$ cat config.mk
export PLATFORM = sky130hd
export DESIGN_NAME = uart_rx_buffered
export DESIGN_NICKNAME = d
export VERILOG_FILES = /design/src/rtl/uart_pkg.sv /design/src/rtl/uart_rx_core.sv /design/src/rtl/uart_rx_buffered.sv
export SDC_FILE = /design/constraint.sdc
export NUM_CORES = 1
export LEC_CHECK = 0
export CAP_MARGIN = 20
export CORE_ASPECT_RATIO = 0.6
export CORE_MARGIN = 2
export CORE_UTILIZATION = 30
export CTS_BUF_LIST = sky130_fd_sc_hd__clkbuf_2 sky130_fd_sc_hd__clkbuf_4 sky130_fd_sc_hd__clkbuf_8
export CTS_CLUSTER_SIZE = 8
export DETAILED_ROUTE_END_ITERATION = 8
export DONT_BUFFER_PORTS = 1
export GPL_TIMING_DRIVEN = 1
export MAX_ROUTING_LAYER = met4
export PLACE_DENSITY = 0.46
export SLEW_MARGIN = 30
export SYNTH_ARGS = -nofsm -noshare
export SYNTH_HDL_FRONTEND = slang
export SYNTH_HIERARCHICAL = 1
export SYNTH_SLANG_ARGS = --single-unit
$ cat constraint.sdc
create_clock -name clk -period 5.4 [get_ports clk]
set_input_delay 1.62 -clock clk [delete_from_list [all_inputs] [get_ports clk]]
set_output_delay 1.62 -clock clk [all_outputs]
set_load 0.05 [all_outputs]
$ cat src/rtl/uart_pkg.sv
// Shared UART definitions: receiver FSM state encoding and frame data width.
package uart_pkg;

  localparam int UART_DATA_BITS = 8;

  typedef enum logic [2:0] {
    IDLE,
    START,
    DATA,
    STOP,
    BREAK
  } uart_rx_state_t;

endpackage

$ cat src/rtl/uart_rx_core.sv
// 8N1 receive engine: RXD synchronizer, bit-timing FSM and shift register.
// Emits a single-cycle byte_strobe or frame_err_strobe at the stop-sample edge.
module uart_rx_core
  import uart_pkg::*;
#(
  parameter int BAUD_PERIOD_BITS = 16
) (
  input  logic                        clk,
  input  logic                        sync_reset,
  input  logic                        rxd,
  input  logic [BAUD_PERIOD_BITS-1:0] baud_rate_period_m1,
  output logic                        byte_strobe,
  output logic [UART_DATA_BITS-1:0]   byte_data,
  output logic                        frame_err_strobe,
  output logic                        rx_active
);

  logic                        rxd_meta;
  logic                        rxd_s;
  uart_rx_state_t              state, state_next;
  logic [BAUD_PERIOD_BITS-1:0] cnt, cnt_next;
  logic [BAUD_PERIOD_BITS-1:0] half_period;
  logic [2:0]                  bit_idx, bit_idx_next;
  logic [UART_DATA_BITS-1:0]   shreg, shreg_next;

  assign half_period = baud_rate_period_m1 >> 1;

  always_ff @(posedge clk) begin
    if (sync_reset) begin
      rxd_meta <= 1'b1;
      rxd_s    <= 1'b1;
      state    <= IDLE;
      cnt      <= '0;
      bit_idx  <= '0;
      shreg    <= '0;
    end else begin
      rxd_meta <= rxd;
      rxd_s    <= rxd_meta;
      state    <= state_next;
      cnt      <= cnt_next;
      bit_idx  <= bit_idx_next;
      shreg    <= shreg_next;
    end
  end

  // Start bit is checked at mid-bit; every later sample lands one full period on.
  always_comb begin
    state_next       = state;
    cnt_next         = cnt + 1'b1;
    bit_idx_next     = bit_idx;
    shreg_next       = shreg;
    byte_strobe      = 1'b0;
    frame_err_strobe = 1'b0;

    case (state)
      IDLE: begin
        cnt_next = '0;
        if (!rxd_s) state_next = START;
      end
      START: begin
        if (cnt == half_period) begin
          cnt_next = '0;
          if (rxd_s) begin
            state_next = IDLE;
          end else begin
            state_next   = DATA;
            bit_idx_next = '0;
          end
        end
      end
      DATA: begin
        if (cnt == baud_rate_period_m1) begin
          cnt_next            = '0;
          shreg_next[bit_idx] = rxd_s;
          bit_idx_next        = bit_idx + 1'b1;
          if (bit_idx == 3'(UART_DATA_BITS - 1)) state_next = STOP;
        end
      end
      STOP: begin
        if (cnt == baud_rate_period_m1) begin
          cnt_next = '0;
          if (rxd_s) begin
            byte_strobe = 1'b1;
            state_next  = IDLE;
          end else begin
            frame_err_strobe = 1'b1;
            state_next       = BREAK;
          end
        end
      end
      BREAK: begin
        // A held-low line must not be decoded as a stream of 0x00 frames.
        cnt_next = '0;
        if (rxd_s) state_next = IDLE;
      end
      default: begin
        cnt_next   = '0;
        state_next = IDLE;
      end
    endcase
  end

  assign byte_data = shreg;
  assign rx_active = (state != IDLE);

endmodule

$ cat src/rtl/uart_rx_buffered.sv
// UART receiver with a first-word-fall-through byte FIFO and sticky overrun/frame error flags.
module uart_rx_buffered
  import uart_pkg::*;
#(
  parameter int BAUD_PERIOD_BITS = 16,
  parameter int FIFO_DEPTH_LOG2  = 3
) (
  input  logic                        clk,
  input  logic                        sync_reset,
  input  logic                        RXD,
  input  logic [BAUD_PERIOD_BITS-1:0] baud_rate_period_m1,
  input  logic                        rd_pop,
  input  logic                        err_clear,
  output logic [UART_DATA_BITS-1:0]   rx_data,
  output logic                        rx_valid,
  output logic [FIFO_DEPTH_LOG2:0]    rx_count,
  output logic                        overrun,
  output logic                        frame_error,
  output logic                        rx_active
);

  localparam int DEPTH = 1 << FIFO_DEPTH_LOG2;

  logic                        byte_strobe;
  logic [UART_DATA_BITS-1:0]   byte_data;
  logic                        frame_err_strobe;

  logic [UART_DATA_BITS-1:0]   mem [DEPTH];
  logic [FIFO_DEPTH_LOG2-1:0]  wr_ptr;
  logic [FIFO_DEPTH_LOG2-1:0]  rd_ptr;
  logic [FIFO_DEPTH_LOG2:0]    count;
  logic                        full;
  logic                        empty;
  logic                        do_push;
  logic                        do_pop;
  logic                        drop;

  uart_rx_core #(
    .BAUD_PERIOD_BITS(BAUD_PERIOD_BITS)
  ) u_core (
    .clk                 (clk),
    .sync_reset          (sync_reset),
    .rxd                 (RXD),
    .baud_rate_period_m1 (baud_rate_period_m1),
    .byte_strobe         (byte_strobe),
    .byte_data           (byte_data),
    .frame_err_strobe    (frame_err_strobe),
    .rx_active           (rx_active)
  );

  assign full  = (count == (FIFO_DEPTH_LOG2 + 1)'(DEPTH));
  assign empty = (count == '0);

  // A pop in the same cycle frees the slot, so a push into a full FIFO still lands.
  assign do_pop  = rd_pop && !empty;
  assign do_push = byte_strobe && (!full || do_pop);
  assign drop    = byte_strobe && full && !do_pop;

  always_ff @(posedge clk) begin
    if (sync_reset) begin
      for (int i = 0; i < DEPTH; i++) mem[i] <= '0;
      wr_ptr      <= '0;
      rd_ptr      <= '0;
      count       <= '0;
      overrun     <= 1'b0;
      frame_error <= 1'b0;
    end else begin
      if (do_push) begin
        mem[wr_ptr] <= byte_data;
        wr_ptr      <= wr_ptr + 1'b1;
      end
      if (do_pop) rd_ptr <= rd_ptr + 1'b1;

      case ({do_push, do_pop})
        2'b10:   count <= count + 1'b1;
        2'b01:   count <= count - 1'b1;
        default: count <= count;
      endcase

      if (drop)           overrun <= 1'b1;
      else if (err_clear) overrun <= 1'b0;

      if (frame_err_strobe) frame_error <= 1'b1;
      else if (err_clear)   frame_error <= 1'b0;
    end
  end

  assign rx_data  = mem[rd_ptr];
  assign rx_valid = !empty;
  assign rx_count = count;

endmodule

After elaboration in Yosys (flattened, before gate mapping)
Memories as Yosys holds them, arrays and structs flattened. A register that Yosys moved wholly into a read port is not among the register bits.
Cells that the tools add are included.
{"block": "totals", "latch_bits": 0, "ramBits": 64, "mem_bits_ro": 0, "n_memories": 1, "output_inout_bits": 16, "reg_bits": 44, "in_bits": 21}
{"name": "mem", "depth": 8, "word_bits": 8, "rd": 1, "rd_clocked_by_memory_dff": 1, "wr": 8, "line": "uart_rx_buffered.sv:28", "rtl": "logic [UART_DATA_BITS-1:0] mem [DEPTH];"}
{"block": "classes", "n_bitwise": 0, "n_shift": 0, "n_div": 0, "n_eq_ne": 17, "reduce_logical": 21, "n_mul": 0, "add_sub_neg": 6, "magnitude_cmp": 2, "n_mux": 39}
{"op": "two-way mux 3 bit", "count": 13}
{"op": "two-way mux 16 bit", "count": 2}
{"op": "one-hot mux 16 bit (2 select lines)", "count": 1}
{"op": "adder 16 x 1 -> 16 bit, second input constant", "count": 1}
{"op": "== test 16 x 15 -> 1 bit", "count": 1}
{"op": "== test 16 bit", "count": 1}
{"op": "two-way mux 1 bit", "count": 16}
{"op": "one-hot mux 3 bit (5 select lines)", "count": 1}
{"op": "inequality test 2 x 1 -> 1 bit, second input constant", "count": 5}
{"op": "adder 3 x 1 -> 3 bit, second input constant", "count": 3}
{"op": "bitwise mux 8 bit", "count": 1}
{"op": "two-way mux 8 bit", "count": 1}
{"op": "one-hot mux 4 bit (2 select lines)", "count": 1}
{"op": "nonzero test 2 bit", "count": 4}
{"op": "OR reduction 8 bit", "count": 1}
{"op": "== test 3 x 2 -> 1 bit, second input constant", "count": 2}
{"op": "== test 3 bit, second input constant", "count": 2}
{"op": "one-hot mux 3 bit (2 select lines)", "count": 1}
{"op": "AND reduction 6 bit", "count": 1}
{"op": "logical AND 1 bit", "count": 5}
{"op": "adder 4 x 1 -> 4 bit, second input constant", "count": 1}
{"op": "== test 4 bit, second input constant", "count": 1}
{"op": "logical NOT 4 bit", "count": 1}
{"op": "less-than comparator 3 x 4 -> 1 bit, second input constant", "count": 1}
{"op": "other kinds (15)", "count": 18}

Depth between registers and ports, before layout
Gate-level depths: netlist (run 1).
{"block": "depth", "depth_word": 10, "depth_mapped": 16, "mapped_depth_nobuf": 14}

Cells and area by module
The synthesis (run 1) kept the hierarchy.
{"module": "uart_rx_buffered", "cells_each": 271, "instances": 1, "seq_area_each_um2": 2222.1, "area_per_inst_um2": 3739.8}
{"module": "uart_rx_core", "cells_each": 224, "instances": 1, "seq_area_each_um2": 640.6, "area_per_inst_um2": 1935.6}

Least setup slack after synthesis (run 1)
OpenSTA, ideal clock, no wires.
{"block": "synth_timing", "path_type": "input to register", "from": "in baud_rate_period_m1[0]", "to": "reg count[2] (netlist: rx_count[2])", "setup_time_ns": 0.071, "cell_stages": 15, "arrival_time_ns": 4.301, "n_path_buf": 1, "setup_slack_ns": 1.028, "cell_sequence": "xnor2_1 nand4_1 nor4_4 nand4b_1 nor2_1 o21a_1 buf_6 inv_12 ha_1 xor2_1 ha_1 a21oi_1 xor2_1 or3_1 a21oi_1"}
{"block": "synth_between", "elab_chain_len": 6, "word_cells_on_any_way": 8}
{"element": "from (decl)", "line": "uart_rx_buffered.sv:11", "rtl": "input logic [BAUD_PERIOD_BITS-1:0] baud_rate_period_m1,"}
{"element": "== test 16 bit (*)", "line": "uart_rx_core.sv:80", "rtl": "if (cnt == baud_rate_period_m1) begin"}
{"element": "two-way mux 1 bit (*)", "line": "uart_rx_core.sv:80"}
{"element": "two-way mux 1 bit (*)", "line": "uart_rx_core.sv:55", "rtl": "case (state)"}
{"element": "net byte_strobe", "line": "uart_rx_buffered.sv:24", "rtl": "logic byte_strobe;"}
{"element": "logical AND 1 bit (*)", "line": "uart_rx_buffered.sv:56", "rtl": "assign do_push = byte_strobe && (!full || do_pop);"}
{"element": "== test 2 x 1 -> 1 bit or == test 2 bit (tied branches)", "line": "uart_rx_buffered.sv:74", "rtl": "case ({do_push, do_pop})"}
{"element": "one-hot mux 4 bit (2 select lines) or nonzero test 2 bit (tied branches)"}
{"element": "to (signal assigned)", "line": "uart_rx_buffered.sv:75", "rtl": "2'b10: count <= count + 1'b1;"}
{"element": "to (signal assigned)", "line": "uart_rx_buffered.sv:76", "rtl": "2'b01: count <= count - 1'b1;"}
{"element": "to (signal assigned)", "line": "uart_rx_buffered.sv:77", "rtl": "default: count <= count;"}
{"element": "to (decl)", "line": "uart_rx_buffered.sv:31", "rtl": "logic [FIFO_DEPTH_LOG2:0] count;"}
Mark *: on every way through the listed nets, which the timed path passes. The rest lies on a longest branch.
A chain may end at the register's enable or synchronous reset.

Worst setup path in the final report (run 1)
Same ends and word-level chain as after synthesis.

==> results of run 1 <==
cells in the mapped netlist, types with 2 or more instances:
master / instances / area, um^2
buf_6: 7 / 78.8
buf_2: 5 / 25.0
nand4_1: 12 / 75.1
nor2_1: 56 / 210
o211ai_1: 2 / 15.0
and2_1: 34 / 213
a31o_2: 3 / 26.3
a21oi_1: 5 / 25.0
edfxtp_1: 64 / 1920
mux4_2: 16 / 360
nand2b_1: 7 / 43.8
and3_1: 5 / 31.3
nor3b_1: 2 / 15.0
nand3_1: 14 / 70.1
nor4_4: 5 / 106
nor4_1: 5 / 31.3
o21ai_0: 3 / 15.0
clkbuf_1: 19 / 71.3
xor2_1: 29 / 254
nor3_1: 16 / 80.1
a31oi_1: 2 / 12.5
xnor2_1: 23 / 201
mux2i_1: 12 / 120
or3_1: 2 / 12.5
or2_2: 5 / 31.3
inv_1: 5 / 18.8
a21o_1: 6 / 45.0
nand2_1: 32 / 120
ha_1: 8 / 100
or2_4: 2 / 17.5
nand4b_1: 5 / 43.8
dfxtp_1: 47 / 941
buf_1: 3 / 11.3
mux2_2: 8 / 90.1
nor2b_1: 6 / 37.5
per-layer routing:
| metal | global-route usage (%) | vias up |
|---|---|---|
| li1 | - | 1725 |
| met1 | 21.9 | 1774 |
| met2 | 19.2 | 86 |
| met3 | 3.73 | 6 |
| met4 | 2.44 | 0 |
| met5 | - | - |
power groups by stage:
stage               combinational, mW  sequential [mW]  clock, mW
finish                         0.0730            0.926      0.506
global route                   0.0798            0.929      0.555
CTS                            0.0740            0.926      0.527
detailed placement             0.0737            0.946          0
global placement               0.0736            0.944          0
floorplan                      0.0648            0.939          0
registers in the layout, summed over array words and instances (netlist names), named ones only:
name / count
overrun: 1
rx_count: 4
u_core/rxd_s: 1
wr_ptr: 3
u_core/cnt: 16
u_core/rxd_meta: 1
frame_error: 1
u_core/bit_idx: 3
u_core/state: 3
rd_ptr: 3
u_core/byte_data: 8
mem: 64
cell type report:
type | instances | share of cell area, %
timing repair buffer | 2 | 0.250
multi-input combinational | 343 | 43.1
clock buffer | 9 | 2.06
clock inverter | 7 | 1.35
tap | 240 | 5.00
inverter | 6 | 0.583
sequential | 111 | 47.6
logic make-up after synthesis:
logic type	synth area share (%)
compound gates	4.45
xor+xnor	8.31
fa+ha+maj	1.76
buf+inv	4.03
flops	50.4
mux	10.1
simple gates	20.9
final timing paths:
path         depth (start not counted)                    from  slack, ns            to
min reg2reg                          1         u_core/rxd_meta       0.42  u_core/rxd_s
max reg2reg                         14           u_core/cnt[2]       1.84   rx_count[2]
max                                 14  baud_rate_period_m1[0]       1.10   rx_count[2]
min                                  1         u_core/rxd_meta       0.42  u_core/rxd_s
metrics by stage:
stage	instances	hold slack, ns
after floorplan	495	0.389
after global placement	702	0.396
after global routing	718	0.449
final	718	0.423
after detailed placement	702	0.396
after CTS	718	0.423
==> impl_metrics.ini, run 1 <==
[layout]
area_delta_synth_final_pct = 5.86
mostFrequentLayoutCells = 64 x edfxtp_1, 56 x nor2_1, 47 x dfxtp_1
drive_gt1_share_pct = 13.4
final_util_pct = 32.8
fin_area_um2 = 6010
final_common_cell = edfxtp_1
num-fill-cells = 1840
multi_input_area_um2 = 2590
nets = 502
num_antenna_cells = 0
ff_latch_area_um2 = 2860

[critical_path]
worstPathCellList = xnor2_1, nand4_1, nor4_4, nand4b_1, nor2_1, o21a_1, inv_12, ha_1, xor2_1, ha_1, a21oi_1, xor2_1, or3_1, a21oi_1
cp_slowest_cell = o21a_1
path_max_fanout = 11
arrival_ns = 4.62
start_kind = primary input
cp_top_family = simple AND/OR/NAND/NOR gates
crit_path_max_incr_delay_ns = 0.49
worstPathRequired_ns = 5.72
endpoint_kind = flip-flop
path_class = primary input to flip-flop
path_buf_inv = 1

[pwr]
power.internal_mw = 1.13
combPwrFrac_pct = 4.9
powerDensity_nw_per_um2 = 250
p_total_mw = 1.50
switching_share_pct = 25.1
leakagePower_nw = 2.00
clkPwrFrac_pct = 33.6
ir_drop_uv = 128
seqPwrFrac_pct = 61.5
p_switching_uw = 377

[clocking]
h-tree-depth = 3
numCtsBuffers = 9
post-cts-setup-buffers = 0
cts_resized = 0
clkTransAtPathRegs_ns = 0.12
root_buffer = clkbuf_8
cts_buffer_depth = 2
clock_latency_ns = 0.39
cts_sinks = 111
hold_buffers = 0
cts_tree = yes

[grt]
grt_pass1_wl_um = 21500
grt_max_degree = 36
grt_antenna_before_repair = 0
grt.total_usage_pct = 14.4
grt_pass1_vias = 3562
gr-total-overflow = 0

[routing]
drtIter0Drc = 228
antenna_left = 0
wl_per_cell_um = 18.5
route.detailed.drc = 0
wl_met3_um = 735
routed.top_layer = met4
wl_met1_um = 7090
wl_um = 13300
vias_per_cell = 5.00
route.met2.wl_um = 5390
drt-pass1-iter-count = 5
dr_total_vias = 3591

[floorplan]
core_area_um2 = 18300
start_util_pct = 31.0
die_w_um = 182
die_y_um = 111
dieArea_um2 = 20100
ios = 37
core.rowCount = 38

[placement]
place_ws_ns = 0.680
portBuffers = 0
globalplace.congestion = 0.841
dpl.hpwl_um = 9630
placement.cell_area_um2 = 5800

[timing]
skew_ns = 0.0220
slew_viol_final = 0
fmax_mhz = 233
relSlewSlack_pct = 38.8
grt_setup_unrepaired = no
period_needed_ns = 4.30
fin_crit_sh_pct = 79.5
setup-violations-final = 0
hold_viol_final = 0
max_slew.worst_pin.slew_ns = 0.917
fin_ws_ns = 1.10
setup-tns-final_ns = 0

[logic_synthesis]
yosysSeqAreaShare_pct = 50.4
async_flop_share_pct = 0
synth_edf_count = 64
synth_seq_cells = 111
synthesis.area_um2 = 5680
synthCells = 495
postSynthAreaPerCell_um2 = 11.5
synth_flop_cell = edfxtp_1
ys_types = 55
synth_fp_nets = 524
synth_warnings = 6

[job]
cap_viol_max_count = 0

[status]
status = complete, no violations

[min_path]
hold_class = flip-flop to flip-flop
Power figures use the tool's default switching activity.
==> run 2, diff against run 1 <==
clock period = 4.3 ns   (was 5.4 ns; I/O delays follow)
==> run 2 against run 1 <==
Net effect: flip-flop and latch count stayed put; design area grew 0.27%; die area stayed put; largest cell class unchanged; largest power group unchanged.
==> impl_metrics.ini, run 2 (same netlist as run 1, synthesis figures left out) <==
[floorplan]
die_w_um = 182
core.rowCount = 38
start_util_pct = 31.0
die_y_um = 111
core_area_um2 = 18300
ios = 37
dieArea_um2 = 20100

[clocking]
cts_tree = yes
h-tree-depth = 3
hold_buffers = 0
root_buffer = clkbuf_8
cts_buffer_depth = 2
numCtsBuffers = 9
post-cts-setup-buffers = 0
clock_latency_ns = 0.40
cts_sinks = 111
cts_resized = 0
clkTransAtPathRegs_ns = 0.12

[timing]
grt_setup_unrepaired = no
max_slew.worst_pin.slew_ns = 0.891
relSlewSlack_pct = 40.5
slew_viol_final = 0
fin_crit_sh_pct = 90.2
setup-tns-final_ns = 0
setup-violations-final = 0
fin_ws_ns = 0.424
skew_ns = 0.0211
hold_viol_final = 0
period_needed_ns = 3.88
fmax_mhz = 258

[placement]
portBuffers = 0
dpl.hpwl_um = 9310
dpl.cell_count = 704
globalplace.congestion = 0.855
place_ws_ns = 0.0514

[critical_path]
start_kind = primary input
path_class = primary input to flip-flop
arrival_ns = 4.21
cp_slowest_cell = nor4_4
path_max_fanout = 11
crit_path_max_incr_delay_ns = 0.33
endpoint_kind = flip-flop
worstPathRequired_ns = 4.64
worstPathCellList = xnor2_1, nand4_1, nor4_4, nand4b_1, nor2_1, o21a_1, inv_12, ha_1, xor2_1, ha_1, a21oi_1, xor2_1, or3_1, a21oi_1

[layout]
final_common_cell = edfxtp_1
drive_gt1_share_pct = 13.5
area_delta_synth_final_pct = 6.15
instances_no_fill = 720
num_antenna_cells = 0
nets = 504
largest_register = mem
num-fill-cells = 1795
ff_latch_area_um2 = 2860
mostFrequentLayoutCells = 64 x edfxtp_1, 56 x nor2_1, 47 x dfxtp_1
largest_register_ffs = 64
multi_input_area_um2 = 2580

[status]
status = complete, no violations

[grt]
grt.total_usage_pct = 14.1
grt_pass1_wl_um = 20900
grt_pass1_vias = 3494
gr-total-overflow = 0
grt_max_degree = 36
grt_antenna_before_repair = 0

[pwr]
powerDensity_nw_per_um2 = 319
p_total_mw = 1.92
leakagePower_nw = 2.01
ir_drop_uv = 159

[routing]
wl_met1_um = 6990
wl_um = 13100
drtIter0Drc = 298
vias_per_cell = 4.93
dr_total_vias = 3548
route.detailed.drc = 0
wl_met3_um = 667
wl_per_cell_um = 18.2
route.met2.wl_um = 5370
routed.top_layer = met4
antenna_left = 0
drt-pass1-iter-count = 4

[min_path]
hold_class = flip-flop to flip-flop

[job]
cap_viol_max_count = 0
## run 2: cell types whose count changed in the layout (fill, tap and decap cells not counted), sizes merged
cell | previous run | this run
buf | 2 | 4
inv | 10 | 11
clkinv | 3 | 2
## run 2: stage by stage
stage	instance area (um^2)	hold WS (ns)	utilization [%]
global route	6020	0.441	32.9
global placement	5810	0.398	31.7
finish	6020	0.425	32.9
CTS	6020	0.428	32.9
detailed placement	5810	0.397	31.7
floorplan	5680	0.389	-
## run 2: final timing paths
check	start	to	slack [ns]	cells after the start
worst max register to register	u_core/cnt[2]	rx_count[2]	0.90	14
worst max-delay path	baud_rate_period_m1[15]	rx_count[2]	0.42	14
worst min register to register	u_core/rxd_meta	u_core/rxd_s	0.43	1
worst min-delay path	u_core/rxd_meta	u_core/rxd_s	0.43	1
## run 2: where the power goes
part / internal, mW / switching [mW] / total (mW)
clock: 0.241 / 0.428 / 0.669
combinational: 0.0310 / 0.0608 / 0.0918
sequential: 1.15 / 0.0114 / 1.16
total: 1.42 / 0.500 / 1.92
## run 2: layer usage
| layer | global-route usage (%) | vias up |
|---|---|---|
| met5 | - | - |
| met2 | 18.9 | 68 |
| met1 | 21.2 | 1757 |
| met4 | 2.98 | 0 |
| li1 | - | 1718 |
| met3 | 3.66 | 5 |
## run 2: layout make-up
cell class,instances,area share [%]
Sequential cell,111,47.5
Inverter,6,0.582
Clock inverter,7,1.47
Timing Repair Buffer,4,0.498
Clock buffer,9,2.06
Tap cell,240,4.98
Multi-Input combinational cell,343,42.9
## run 2: worst max-delay path: cells and delay by family
kind / cells / cell delay, ns
AOI/OAI and AO/OA: 3 / 0.59
xor gates and xnor gates: 3 / 0.51
adders and majority gates: 2 / 0.48
buffers and inverters: 1 / 0.08
and+or+nand+nor: 5 / 1.24
